## src/rtl/arf054b256e1r1w0cbbeheaa4acw_rd_ctrl_pkg.sv

```systemverilog
`default_nettype none
// ============================================================================
// Module   : arf054b256e1r1w0cbbeheaa4acw_rd_pkg
// Brief    : Shared types and constants for the 256x54 1R1W array read path.
// Revision : 1.0
// ============================================================================
package arf054b256e1r1w0cbbeheaa4acw_rd_pkg;

   localparam int DWIDTH = 54;
   localparam int AWIDTH = 8;
   localparam int DEPTH  = 256;
   localparam int RD_LAT = 1;

   typedef logic [AWIDTH-1:0] addr_t;
   typedef logic [DWIDTH-1:0] data_t;

   typedef struct packed {
      logic  vld;
      logic  err;
      addr_t addr;
      logic  byp_vld;
      data_t byp_data;
   } rd_pipe_t;

   function automatic logic addr_legal(input addr_t addr, input int unsigned depth);
      return 32'(addr) < depth;
   endfunction

endpackage
`default_nettype wire

```

## src/rtl/arf054b256e1r1w0cbbeheaa4acw_rd_ctrl_if.sv

```systemverilog
`default_nettype none
// ============================================================================
// Module   : arf054b256e1r1w0cbbeheaa4acw_rd_ctrl_if
// Brief    : Request, array, write-snoop and response signals of the read path.
// Revision : 1.0
// ============================================================================
interface arf054b256e1r1w0cbbeheaa4acw_rd_ctrl_if
   import arf054b256e1r1w0cbbeheaa4acw_rd_pkg::*;
#(
   parameter int DWIDTH = arf054b256e1r1w0cbbeheaa4acw_rd_pkg::DWIDTH,
   parameter int AWIDTH = arf054b256e1r1w0cbbeheaa4acw_rd_pkg::AWIDTH
);
   logic              rd_req_vld;
   logic [AWIDTH-1:0] rd_req_addr;
   logic              rd_req_rdy;
   logic              arr_rd_en;
   logic [AWIDTH-1:0] arr_rd_addr;
   logic [DWIDTH-1:0] arr_rd_data;
   logic              wr_en;
   logic [AWIDTH-1:0] wr_addr;
   logic [DWIDTH-1:0] wr_data;
   logic              rd_rsp_vld;
   logic [DWIDTH-1:0] rd_rsp_data;
   logic              rd_rsp_err;
   logic              rd_rsp_rdy;

   modport master (
      output rd_req_vld, rd_req_addr, arr_rd_data, wr_en, wr_addr, wr_data, rd_rsp_rdy,
      input  rd_req_rdy, arr_rd_en, arr_rd_addr, rd_rsp_vld, rd_rsp_data, rd_rsp_err
   );

   modport slave (
      input  rd_req_vld, rd_req_addr, arr_rd_data, wr_en, wr_addr, wr_data, rd_rsp_rdy,
      output rd_req_rdy, arr_rd_en, arr_rd_addr, rd_rsp_vld, rd_rsp_data, rd_rsp_err
   );
endinterface
`default_nettype wire

```

## src/rtl/arf054b256e1r1w0cbbeheaa4acw_rd_rsp_fifo.sv

```systemverilog
`default_nettype none
// ============================================================================
// Module   : arf054b256e1r1w0cbbeheaa4acw_rd_rsp_fifo
// Brief    : First-word-fall-through response FIFO; head is visible while !empty.
// Revision : 1.0
// ============================================================================
module arf054b256e1r1w0cbbeheaa4acw_rd_rsp_fifo #(
   parameter  int WIDTH = 55,
   parameter  int DEPTH = 4,
   localparam int CNT_W = $clog2(DEPTH + 1),
   localparam int PTR_W = (DEPTH > 1) ? $clog2(DEPTH) : 1
) (
   input  wire              clk,
   input  wire              rst_b,
   input  wire              i_push,
   input  wire [WIDTH-1:0]  i_push_data,
   input  wire              i_pop,
   output logic [WIDTH-1:0] o_head,
   output logic             o_full,
   output logic             o_empty,
   output logic [CNT_W-1:0] o_count
);

   logic [WIDTH-1:0] r_mem [DEPTH];
   logic [PTR_W-1:0] r_wptr;
   logic [PTR_W-1:0] r_rptr;
   logic [CNT_W-1:0] r_count;
   logic             w_do_pop;

   // Explicit wrap so non-power-of-two depths work.
   function automatic logic [PTR_W-1:0] ptr_inc(input logic [PTR_W-1:0] p);
      return (p == PTR_W'(DEPTH - 1)) ? '0 : p + PTR_W'(1);
   endfunction

   assign w_do_pop = i_pop && !o_empty;

   always_ff @(posedge clk or negedge rst_b) begin
      if (!rst_b) begin
         r_wptr  <= '0;
         r_rptr  <= '0;
         r_count <= '0;
         for (int i = 0; i < DEPTH; i++) r_mem[i] <= '0;
      end else begin
         if (i_push) begin
            r_mem[r_wptr] <= i_push_data;
            r_wptr        <= ptr_inc(r_wptr);
         end
         if (w_do_pop) r_rptr <= ptr_inc(r_rptr);
         r_count <= r_count + CNT_W'(i_push) - CNT_W'(w_do_pop);
      end
   end

   assign o_head  = r_mem[r_rptr];
   assign o_empty = (r_count == '0);
   assign o_full  = (r_count == CNT_W'(DEPTH));
   assign o_count = r_count;

endmodule
`default_nettype wire

```

## src/rtl/arf054b256e1r1w0cbbeheaa4acw_rd_ctrl.sv

```systemverilog
`default_nettype none
// ============================================================================
// Module   : arf054b256e1r1w0cbbeheaa4acw_rd_ctrl
// Brief    : Credit-protected read controller with write-to-read bypass.
// Revision : 1.0
// ============================================================================
module arf054b256e1r1w0cbbeheaa4acw_rd_ctrl
   import arf054b256e1r1w0cbbeheaa4acw_rd_pkg::*;
#(
   parameter int DWIDTH    = arf054b256e1r1w0cbbeheaa4acw_rd_pkg::DWIDTH,
   parameter int AWIDTH    = arf054b256e1r1w0cbbeheaa4acw_rd_pkg::AWIDTH,
   parameter int DEPTH     = arf054b256e1r1w0cbbeheaa4acw_rd_pkg::DEPTH,
   parameter int RD_LAT    = arf054b256e1r1w0cbbeheaa4acw_rd_pkg::RD_LAT,
   parameter int RSP_DEPTH = 4
) (
   input wire clk,
   input wire rst_b,
   arf054b256e1r1w0cbbeheaa4acw_rd_ctrl_if.slave bus
);

   localparam int c_cnt_w = $clog2(RSP_DEPTH + 1);
   typedef logic [c_cnt_w-1:0] cnt_t;

   rd_pipe_t          r_pipe [RD_LAT];
   rd_pipe_t          w_upd  [RD_LAT];
   rd_pipe_t          w_new;
   rd_pipe_t          w_last;
   logic              r_run;
   cnt_t              w_count;
   cnt_t              w_inflight;
   cnt_t              w_credits;
   logic [AWIDTH-1:0] w_req_addr;
   logic              w_req_legal;
   logic              w_wr_legal;
   logic              w_accept;
   logic              w_push;
   logic              w_pop;
   logic              w_fifo_full;
   logic              w_fifo_empty;
   logic [DWIDTH:0]   w_push_word;
   logic [DWIDTH:0]   w_head_word;

   assign w_req_addr  = bus.rd_req_addr;
   assign w_req_legal = addr_legal(w_req_addr, DEPTH);
   assign w_wr_legal  = bus.wr_en && addr_legal(bus.wr_addr, DEPTH);

   always_comb begin
      w_inflight = '0;
      for (int i = 0; i < RD_LAT; i++) w_inflight = w_inflight + cnt_t'(r_pipe[i].vld);
   end

   // r_run holds ready low until the first edge after reset release.
   assign w_credits       = cnt_t'(RSP_DEPTH) - w_count - w_inflight;
   assign bus.rd_req_rdy  = r_run && (w_credits != '0);
   assign w_accept        = bus.rd_req_vld && bus.rd_req_rdy;
   assign bus.arr_rd_en   = w_accept && w_req_legal;
   assign bus.arr_rd_addr = bus.arr_rd_en ? w_req_addr : '0;

   always_comb begin
      w_new = '0;
      if (w_accept) begin
         w_new.vld  = 1'b1;
         w_new.err  = !w_req_legal;
         w_new.addr = w_req_addr;
         if (w_req_legal && w_wr_legal && (bus.wr_addr == w_req_addr)) begin
            w_new.byp_vld  = 1'b1;
            w_new.byp_data = bus.wr_data;
         end
      end
   end

   // Every in-flight stage snoops the write port; the youngest write wins.
   always_comb begin
      for (int i = 0; i < RD_LAT; i++) begin
         w_upd[i] = r_pipe[i];
         if (r_pipe[i].vld && !r_pipe[i].err && w_wr_legal && (bus.wr_addr == r_pipe[i].addr)) begin
            w_upd[i].byp_vld  = 1'b1;
            w_upd[i].byp_data = bus.wr_data;
         end
      end
   end

   always_ff @(posedge clk or negedge rst_b) begin
      if (!rst_b) begin
         r_run <= 1'b0;
         for (int i = 0; i < RD_LAT; i++) r_pipe[i] <= '0;
      end else begin
         r_run     <= 1'b1;
         r_pipe[0] <= w_new;
         for (int i = 1; i < RD_LAT; i++) r_pipe[i] <= w_upd[i-1];
      end
   end

   assign w_last = w_upd[RD_LAT-1];
   assign w_push = w_last.vld;

   always_comb begin
      w_push_word = '0;
      if (w_last.err)          w_push_word = {1'b1, {DWIDTH{1'b0}}};
      else if (w_last.byp_vld) w_push_word = {1'b0, w_last.byp_data};
      else                     w_push_word = {1'b0, bus.arr_rd_data};
   end

   assign w_pop = !w_fifo_empty && bus.rd_rsp_rdy;

   arf054b256e1r1w0cbbeheaa4acw_rd_rsp_fifo #(
      .WIDTH (DWIDTH + 1),
      .DEPTH (RSP_DEPTH)
   ) u_rsp_fifo (
      .clk         (clk),
      .rst_b       (rst_b),
      .i_push      (w_push),
      .i_push_data (w_push_word),
      .i_pop       (w_pop),
      .o_head      (w_head_word),
      .o_full      (w_fifo_full),
      .o_empty     (w_fifo_empty),
      .o_count     (w_count)
   );

   assign bus.rd_rsp_vld                   = !w_fifo_empty;
   assign {bus.rd_rsp_err, bus.rd_rsp_data} = w_head_word;

   a_no_overflow: assert property (@(posedge clk) disable iff (!rst_b)
      !(w_push && w_fifo_full && !w_pop));

endmodule
`default_nettype wire

```

## src/flat_wrapper.sv

```systemverilog
// flat-port wrapper written by rule: the top's interface ports become plain ports
module arf054b256e1r1w0cbbeheaa4acw_rd_ctrl_flat import arf054b256e1r1w0cbbeheaa4acw_rd_pkg::*;
#(
   parameter int DWIDTH    = arf054b256e1r1w0cbbeheaa4acw_rd_pkg::DWIDTH,
   parameter int AWIDTH    = arf054b256e1r1w0cbbeheaa4acw_rd_pkg::AWIDTH,
   parameter int DEPTH     = arf054b256e1r1w0cbbeheaa4acw_rd_pkg::DEPTH,
   parameter int RD_LAT    = arf054b256e1r1w0cbbeheaa4acw_rd_pkg::RD_LAT,
   parameter int RSP_DEPTH = 4
)
  (clk, rst_b, bus_rd_req_vld, bus_rd_req_addr, bus_arr_rd_data, bus_wr_en, bus_wr_addr, bus_wr_data, bus_rd_rsp_rdy, bus_rd_req_rdy, bus_arr_rd_en, bus_arr_rd_addr, bus_rd_rsp_vld, bus_rd_rsp_data, bus_rd_rsp_err);
  arf054b256e1r1w0cbbeheaa4acw_rd_ctrl_if #(.DWIDTH(DWIDTH), .AWIDTH(AWIDTH)) bus_i ();
  input wire clk;
  input wire rst_b;
  input wire logic [$bits(bus_i.rd_req_vld)-1:0] bus_rd_req_vld;
  input wire logic [$bits(bus_i.rd_req_addr)-1:0] bus_rd_req_addr;
  input wire logic [$bits(bus_i.arr_rd_data)-1:0] bus_arr_rd_data;
  input wire logic [$bits(bus_i.wr_en)-1:0] bus_wr_en;
  input wire logic [$bits(bus_i.wr_addr)-1:0] bus_wr_addr;
  input wire logic [$bits(bus_i.wr_data)-1:0] bus_wr_data;
  input wire logic [$bits(bus_i.rd_rsp_rdy)-1:0] bus_rd_rsp_rdy;
  output wire logic [$bits(bus_i.rd_req_rdy)-1:0] bus_rd_req_rdy;
  output wire logic [$bits(bus_i.arr_rd_en)-1:0] bus_arr_rd_en;
  output wire logic [$bits(bus_i.arr_rd_addr)-1:0] bus_arr_rd_addr;
  output wire logic [$bits(bus_i.rd_rsp_vld)-1:0] bus_rd_rsp_vld;
  output wire logic [$bits(bus_i.rd_rsp_data)-1:0] bus_rd_rsp_data;
  output wire logic [$bits(bus_i.rd_rsp_err)-1:0] bus_rd_rsp_err;
  assign bus_i.rd_req_vld = bus_rd_req_vld;
  assign bus_i.rd_req_addr = bus_rd_req_addr;
  assign bus_i.arr_rd_data = bus_arr_rd_data;
  assign bus_i.wr_en = bus_wr_en;
  assign bus_i.wr_addr = bus_wr_addr;
  assign bus_i.wr_data = bus_wr_data;
  assign bus_i.rd_rsp_rdy = bus_rd_rsp_rdy;
  assign bus_rd_req_rdy = bus_i.rd_req_rdy;
  assign bus_arr_rd_en = bus_i.arr_rd_en;
  assign bus_arr_rd_addr = bus_i.arr_rd_addr;
  assign bus_rd_rsp_vld = bus_i.rd_rsp_vld;
  assign bus_rd_rsp_data = bus_i.rd_rsp_data;
  assign bus_rd_rsp_err = bus_i.rd_rsp_err;
  arf054b256e1r1w0cbbeheaa4acw_rd_ctrl #(.DWIDTH(DWIDTH), .AWIDTH(AWIDTH), .DEPTH(DEPTH), .RD_LAT(RD_LAT), .RSP_DEPTH(RSP_DEPTH)) u_core (.clk(clk), .rst_b(rst_b), .bus(bus_i));
endmodule
```

## config.mk

```make
export PLATFORM = sky130hd
export DESIGN_NAME = arf054b256e1r1w0cbbeheaa4acw_rd_ctrl_flat
export DESIGN_NICKNAME = d
export VERILOG_FILES = /design/src/rtl/arf054b256e1r1w0cbbeheaa4acw_rd_ctrl_pkg.sv /design/src/rtl/arf054b256e1r1w0cbbeheaa4acw_rd_ctrl_if.sv /design/src/rtl/arf054b256e1r1w0cbbeheaa4acw_rd_rsp_fifo.sv /design/src/rtl/arf054b256e1r1w0cbbeheaa4acw_rd_ctrl.sv /design/src/flat_wrapper.sv
export SDC_FILE = /design/constraint.sdc
export NUM_CORES = 1
export LEC_CHECK = 0
export CAP_MARGIN = 0
export CORE_ASPECT_RATIO = 0.9
export CORE_MARGIN = 10
export CORE_UTILIZATION = 48
export DETAILED_ROUTE_END_ITERATION = 12
export PLACE_DENSITY = 0.75
export SYNTH_ARGS = -nofsm -noshare
export SYNTH_HDL_FRONTEND = slang
export SYNTH_SLANG_ARGS = --single-unit
```

## constraint.sdc

```tcl
create_clock -name clk -period 1.9 [get_ports clk]
set_input_delay 0.38 -clock clk [delete_from_list [all_inputs] [get_ports clk]]
set_output_delay 0.38 -clock clk [all_outputs]
set_load 0.05 [all_outputs]
```

* After elaboration in Yosys (flattened, before gate mapping) *
Cells that the tools add are included.

storage, ports and cells
  bits in registers = 293
  output and inout port bits = 66
  logic and storage cells = 55

operators by class
  $add $sub $neg = 6
  magnitude comparators = 3
  eq/ne operators = 4
  multiplexer cells = 14
  bitwise logic cells = 2
  reductions and logical operators = 13

operators with widths
  cell                                                                  number
  55-bit 2-to-1 mux                                                     6
  220-bit bitwise mux                                                   1
  55-bit binary-select mux with 2-bit select                            1
  55-bit demux with 2-bit select                                        1
  65-bit 2-to-1 mux                                                     1
  54-bit 2-to-1 mux                                                     1
  8-bit equality test                                                   2
  1-bit logical AND                                                     9
  8-bit 2-to-1 mux                                                      1
  3-bit >= comparator, second input constant                            2
  2-bit NOT with 3-bit output                                           2
  3-bit by 1-bit subtractor with 3-bit output                           2
  2-bit by 1-bit adder with 2-bit output, second input constant         2
  2-bit equality test, second input constant                            2
  2-bit 2-to-1 mux                                                      2
  3-bit by 1-bit adder with 3-bit output                                1
  3-bit logical NOT                                                     1
  3-bit by 1-bit < comparator with 1-bit output, second input constant  1
  3-bit nonzero test                                                    1
  3-bit subtractor, first input constant                                1
  1-bit logical NOT                                                     2

* Longest topological paths before layout *
  depth in word-level cells = 8
  gate-level depth with buffers = 10

* Cells and area by module *
Synthesis repeated with hierarchy kept, for this count alone.

unflattened totals
  cell total of the unflattened synthesis = 862
  area, all modules = 13859.5 um^2

by module, submodules not included
  module                                    times used  cells each  area an instance (um^2)  sequential area each (um^2)
  arf054b256e1r1w0cbbeheaa4acw_rd_rsp_fifo  1           566         9962.1                   5680.4
  arf054b256e1r1w0cbbeheaa4acw_rd_ctrl      1           296         3897.5                   1626.6

* Worst setup path after synthesis *
OpenSTA, ideal clock, no wires.

  kind = register to register
  start point = register u_core.u_rsp_fifo.r_count[1] (netlist: u_core.u_rsp_fifo.o_count[1])
  end point = register u_core.u_rsp_fifo.r_count[2] (netlist: u_core.u_rsp_fifo.o_count[2])
  setup time = 0.124 ns
  data arrival time = 2.346 ns
  data required time = 1.776 ns
  path slack = -0.570 ns
  cell stages (with the launch flop) = 10
  path buffers = 0
  period minus slack after synthesis = 2.470 ns
  path through = dfrtp_1 -> or3_1 -> nand2_1 -> inv_1 -> ha_1 -> inv_1 -> ha_1 -> fa_1 -> xnor2_1 -> xnor2_1

between the ends
  longest elaborated chain between the ends = 5
  elaborated cells on any way between the ends = 6
  classes of those cells = 2 x add/sub; 4 x reduce/logical

RTL lines
  what                                             line                                            text
  from (decl)                                      arf054b256e1r1w0cbbeheaa4acw_rd_rsp_fifo.sv:27  logic [CNT_W-1:0] r_count;
  from (signal assigned)                           arf054b256e1r1w0cbbeheaa4acw_rd_rsp_fifo.sv:49  r_count <= r_count + CNT_W'(i_push) - CNT_W'(w_do_pop);
  3-bit logical NOT (*)                            arf054b256e1r1w0cbbeheaa4acw_rd_rsp_fifo.sv:54  assign o_empty = (r_count == '0);
  1-bit logical NOT (*)                            -
  via bus_rd_rsp_vld                               flat_wrapper.sv:24                              output wire logic [$bits(bus_i.rd_rsp_vld)-1:0] bus_rd_rsp_vld;
  1-bit logical AND                                arf054b256e1r1w0cbbeheaa4acw_rd_ctrl.sv:104     assign w_pop = !w_fifo_empty && bus.rd_rsp_rdy;
  1-bit logical AND (*)                            arf054b256e1r1w0cbbeheaa4acw_rd_rsp_fifo.sv:35  assign w_do_pop = i_pop && !o_empty;
  via u_core.u_rsp_fifo.w_do_pop                   arf054b256e1r1w0cbbeheaa4acw_rd_rsp_fifo.sv:28  logic w_do_pop;
  3-bit by 1-bit subtractor with 3-bit output (*)  arf054b256e1r1w0cbbeheaa4acw_rd_rsp_fifo.sv:49

Mark *: on every way through the listed nets, which the timed path passes. The rest lies on a longest branch.
A chain may end at the register's enable or synchronous reset.

* Worst setup path after layout *
  start point = register u_core.r_pipe (netlist bit u_core.w_push)
  end point = output port bus_arr_rd_addr[2]

between the ends
  longest elaborated chain between the ends = 5

RTL lines
  what                                         line                                        text
  from (decl)                                  arf054b256e1r1w0cbbeheaa4acw_rd_ctrl.sv:24  rd_pipe_t r_pipe [RD_LAT];
  3-bit by 1-bit subtractor with 3-bit output  arf054b256e1r1w0cbbeheaa4acw_rd_ctrl.sv:53  assign w_credits = cnt_t'(RSP_DEPTH) - w_count - w_inflight;
  3-bit nonzero test                           arf054b256e1r1w0cbbeheaa4acw_rd_ctrl.sv:54  assign bus.rd_req_rdy = r_run && (w_credits != '0);
  1-bit logical AND                            arf054b256e1r1w0cbbeheaa4acw_rd_ctrl.sv:54
  1-bit logical AND                            arf054b256e1r1w0cbbeheaa4acw_rd_ctrl.sv:55  assign w_accept = bus.rd_req_vld && bus.rd_req_rdy;
  8-bit 2-to-1 mux                             arf054b256e1r1w0cbbeheaa4acw_rd_ctrl.sv:57  assign bus.arr_rd_addr = bus.arr_rd_en ? w_req_addr : '0;
  to (decl)                                    flat_wrapper.sv:23                          output wire logic [$bits(bus_i.arr_rd_addr)-1:0] bus_arr_rd_addr;

No other way between the ends.

==> impl_metrics.tcl <==
set metrics [dict create \
    grt_use_total_pct 21.79 \
    syn_area_per_cell_um2 12.83 \
    met2_usage_pct 35.26 \
    viasPerCell 5.881 \
    htree_num_levels 1 \
    ys_seq_area_share_pct 47.89 \
    synthTopCellsByArea "dfrtp_1, o31ai_1, mux4_2" \
    rsz0062_at_grt "yes" \
    setup_tns_ns -43.44 \
    crit_path_end_kind "output port" \
    first_iter_violations 880 \
    die-width_um 206.6 \
    syn_area_um2 15050 \
    ir_worst_vdd_uv 1710 \
    route.vias.total 10960 \
    final_area_um2 20530 \
    cts.reportedPaths.clkPinSlew_ns 0.06 \
    fmax_mhz 395.2 \
    root_buffer "clkbuf_16" \
    worst_hold_slack_ns 0.3086 \
    synth-main-ff-cell "dfrtp_1" \
    grt_pass1_wl_um 67320 \
    setup_viol 122 \
    gr-max-usage-layer "met2" \
    area_delta_synth_final_pct 36.42 \
    p_total_mw 33.62 \
    min_period_ns 2.531 \
    yosys.cell_count.top_type "dfrtp_1" \
    hold_viol_final 0 \
    finalMaxSlewViolations 0 \
    syn_inst 1173 \
    grt_max_degree 86 \
    tritoncts "done" \
    synth_edf_count 0 \
    clk_latency_ns 0.56 \
    dp_hpwl_um 27570 \
    wl_per_cell_um 23.22 \
    gp_congestion 0.7789 \
    timing.rr.start "u_core.u_rsp_fifo.o_count[0]" \
    violations "setup timing" \
    grt_overflow 0 \
    cp_data_arrival_time_ns 2.15 \
    grt_pass1_vias 11680 \
    post_dp_cell_area_um2 18430 \
    first_pass_iters 5 \
    die_area_um2 38850 \
    syn-num-nets 1312 \
    yosys-top-cells-count "dfrtp_1, nand2_1, o31ai_1, and2_1, mux2_2" \
    antenna_found_initial 3 \
    cp-start-kind "flop" \
    yosys.area.top_type "dfrtp_1" \
    hold_class "input pin to async pin" \
    worst_clock_skew_ns 0.01386 \
    ant_nets 0 \
    fin_ws_ns -0.6307 \
    cts.sinks 288 \
    p_leak_nw 8.637 \
    grt_use_met1_pct 29.30 \
    fp.dieH_um 188.0 \
    maxCapViolCount 0 \
    criticalPathCategory "flop to output port" \
    power_density_nw_per_um2 1638 \
    core_um2 30910 \
    startpoint "u_core.w_push" \
    numPortBuffers 193 \
    synth.distinct_cells 34 \
    routed_wl_um 43280 \
    cts_buffers 31 \
    clk_path_buf_depth 3 \
    outcome "finished, violations left" \
    post-route-period-util_pct 133.2 \
    async_flop_share_pct 100.0 \
    drive_gt1_share_pct 37.92 \
    drc 0 \
    nets 1569 \
    pin_count 195 \
    critPathRequiredTime_ns 1.52 \
    cp_max_fo 5 \
    use_met3_pct 4.756 \
    synth_seq_cells 288 \
    ys_warn_count 0 \
    rows 61 \
    synth_top_area_share_pct 47.89 \
    initial_core_util_pct 48.69 \
]
==> where the power goes <==
part | total [mW] | internal [mW] | switching [mW]
registers | 9.92 | 8.58 | 1.34
logic | 17.3 | 7.44 | 9.87
clock network | 6.39 | 3.86 | 2.53
==> logic make-up after synthesis <==
logic type	count (synthesis)	share of synthesized area [%]
AOI/OAI and AO/OA	275	18.32
xor gates and xnor gates	19	1.106
adders and majority gates	10	0.8813
buffers and inverters	119	4.606
DFF	288	47.89
muxes	109	12.20
other	2	0.04990
and+or+nand+nor	351	14.95
==> repair_timing <==
item / 4_1_cts / 5_1_grt
buffers inserted: 13 / 8
setup endpoints to repair: 122 / 296
pin swaps: 2 / 4
endpoints found under the hold margin: 30 / 0
cloned: 9 / 7
resized for setup: 66 / 68
hold buffers: 1 / 0
==> critical path, stage by stage (launching register included) <==
cell and delay (ns):
dfrtp_1 0.41, inv_6 0.05, ha_4 0.16, ha_4 0.17
xor2_4 0.16, o311a_4 0.35, and2_4 0.16, buf_12 0.14
==> layout make-up <==
| type | count | area, µm² |
|---|---|---|
| Antenna cell | 2 | 5.005 |
| Multi-Input combinational cell | 767 | 7503 |
| Tap cell | 409 | 511.7 |
| Timing Repair Buffer | 334 | 4185 |
| Clock buffer | 41 | 863.3 |
| Fill cell | 2176 | 10380 |
| Sequential cell | 288 | 7213 |
| Inverter | 8 | 35.03 |
| Clock inverter | 15 | 212.7 |
==> per-layer routing <==
layer / part of all wire (%) / wire (µm) / vias to the layer above
met4: 1.9 / 832 / 2
met2: 48 / 20890 / 387
met5: 0.028 / 12 / -
li1: - / - / 4919
met3: 6.6 / 2870 / 55
met1: 43 / 18680 / 5600
==> registers in the layout, summed over array words and instances, names as in the netlist <==
signal	count
u_core.u_rsp_fifo.r_rptr	2
u_core.r_run	1
u_core.u_rsp_fifo.r_wptr	2
u_core.u_rsp_fifo.o_count	3
u_core.w_push	1
u_core.r_pipe	63
u_core.u_rsp_fifo.r_mem	216
==> placed cells by master (no fill, tap or decap), types with 32 or more instances in the layout <==
cell               n
clkbuf_16         38
dfrtp_1          285
buf_12            69
clkdlybuf4s50_1  127
mux2_2            55
and2_4            47
a31oi_4           50
buf_4             64
mux4_2            54
nor4_4            32
nand2_1          217
buf_6             53
o31ai_1          213
==> through the flow <==
stage	util [%]	std cells	worst slack, ns
after global placement	59.62	1775	-0.3987
after global routing	66.40	1862	-0.6927
after detailed placement	59.62	1775	-0.4587
after floorplan	-	1173	-0.2660
final	66.42	1864	-0.6307
after CTS	65.19	1854	-0.6351
==> path summary, 6_finish.rpt <==
kind	endpoint	slack (ns)	cells past startpoint
min reg2reg	u_core.u_rsp_fifo.r_mem[39]	0.47	2
max reg2reg	u_core.u_rsp_fifo.o_count[2]	-0.33	10
max	bus_arr_rd_addr[2]	-0.63	7
min in group clk	u_core.r_pipe[3]	0.44	2
max in group asynchronous	u_core.r_pipe[34]	0.87	4
min	u_core.u_rsp_fifo.r_mem[172]	0.31	2
Note: power is estimated with default switching activity, not from simulation.
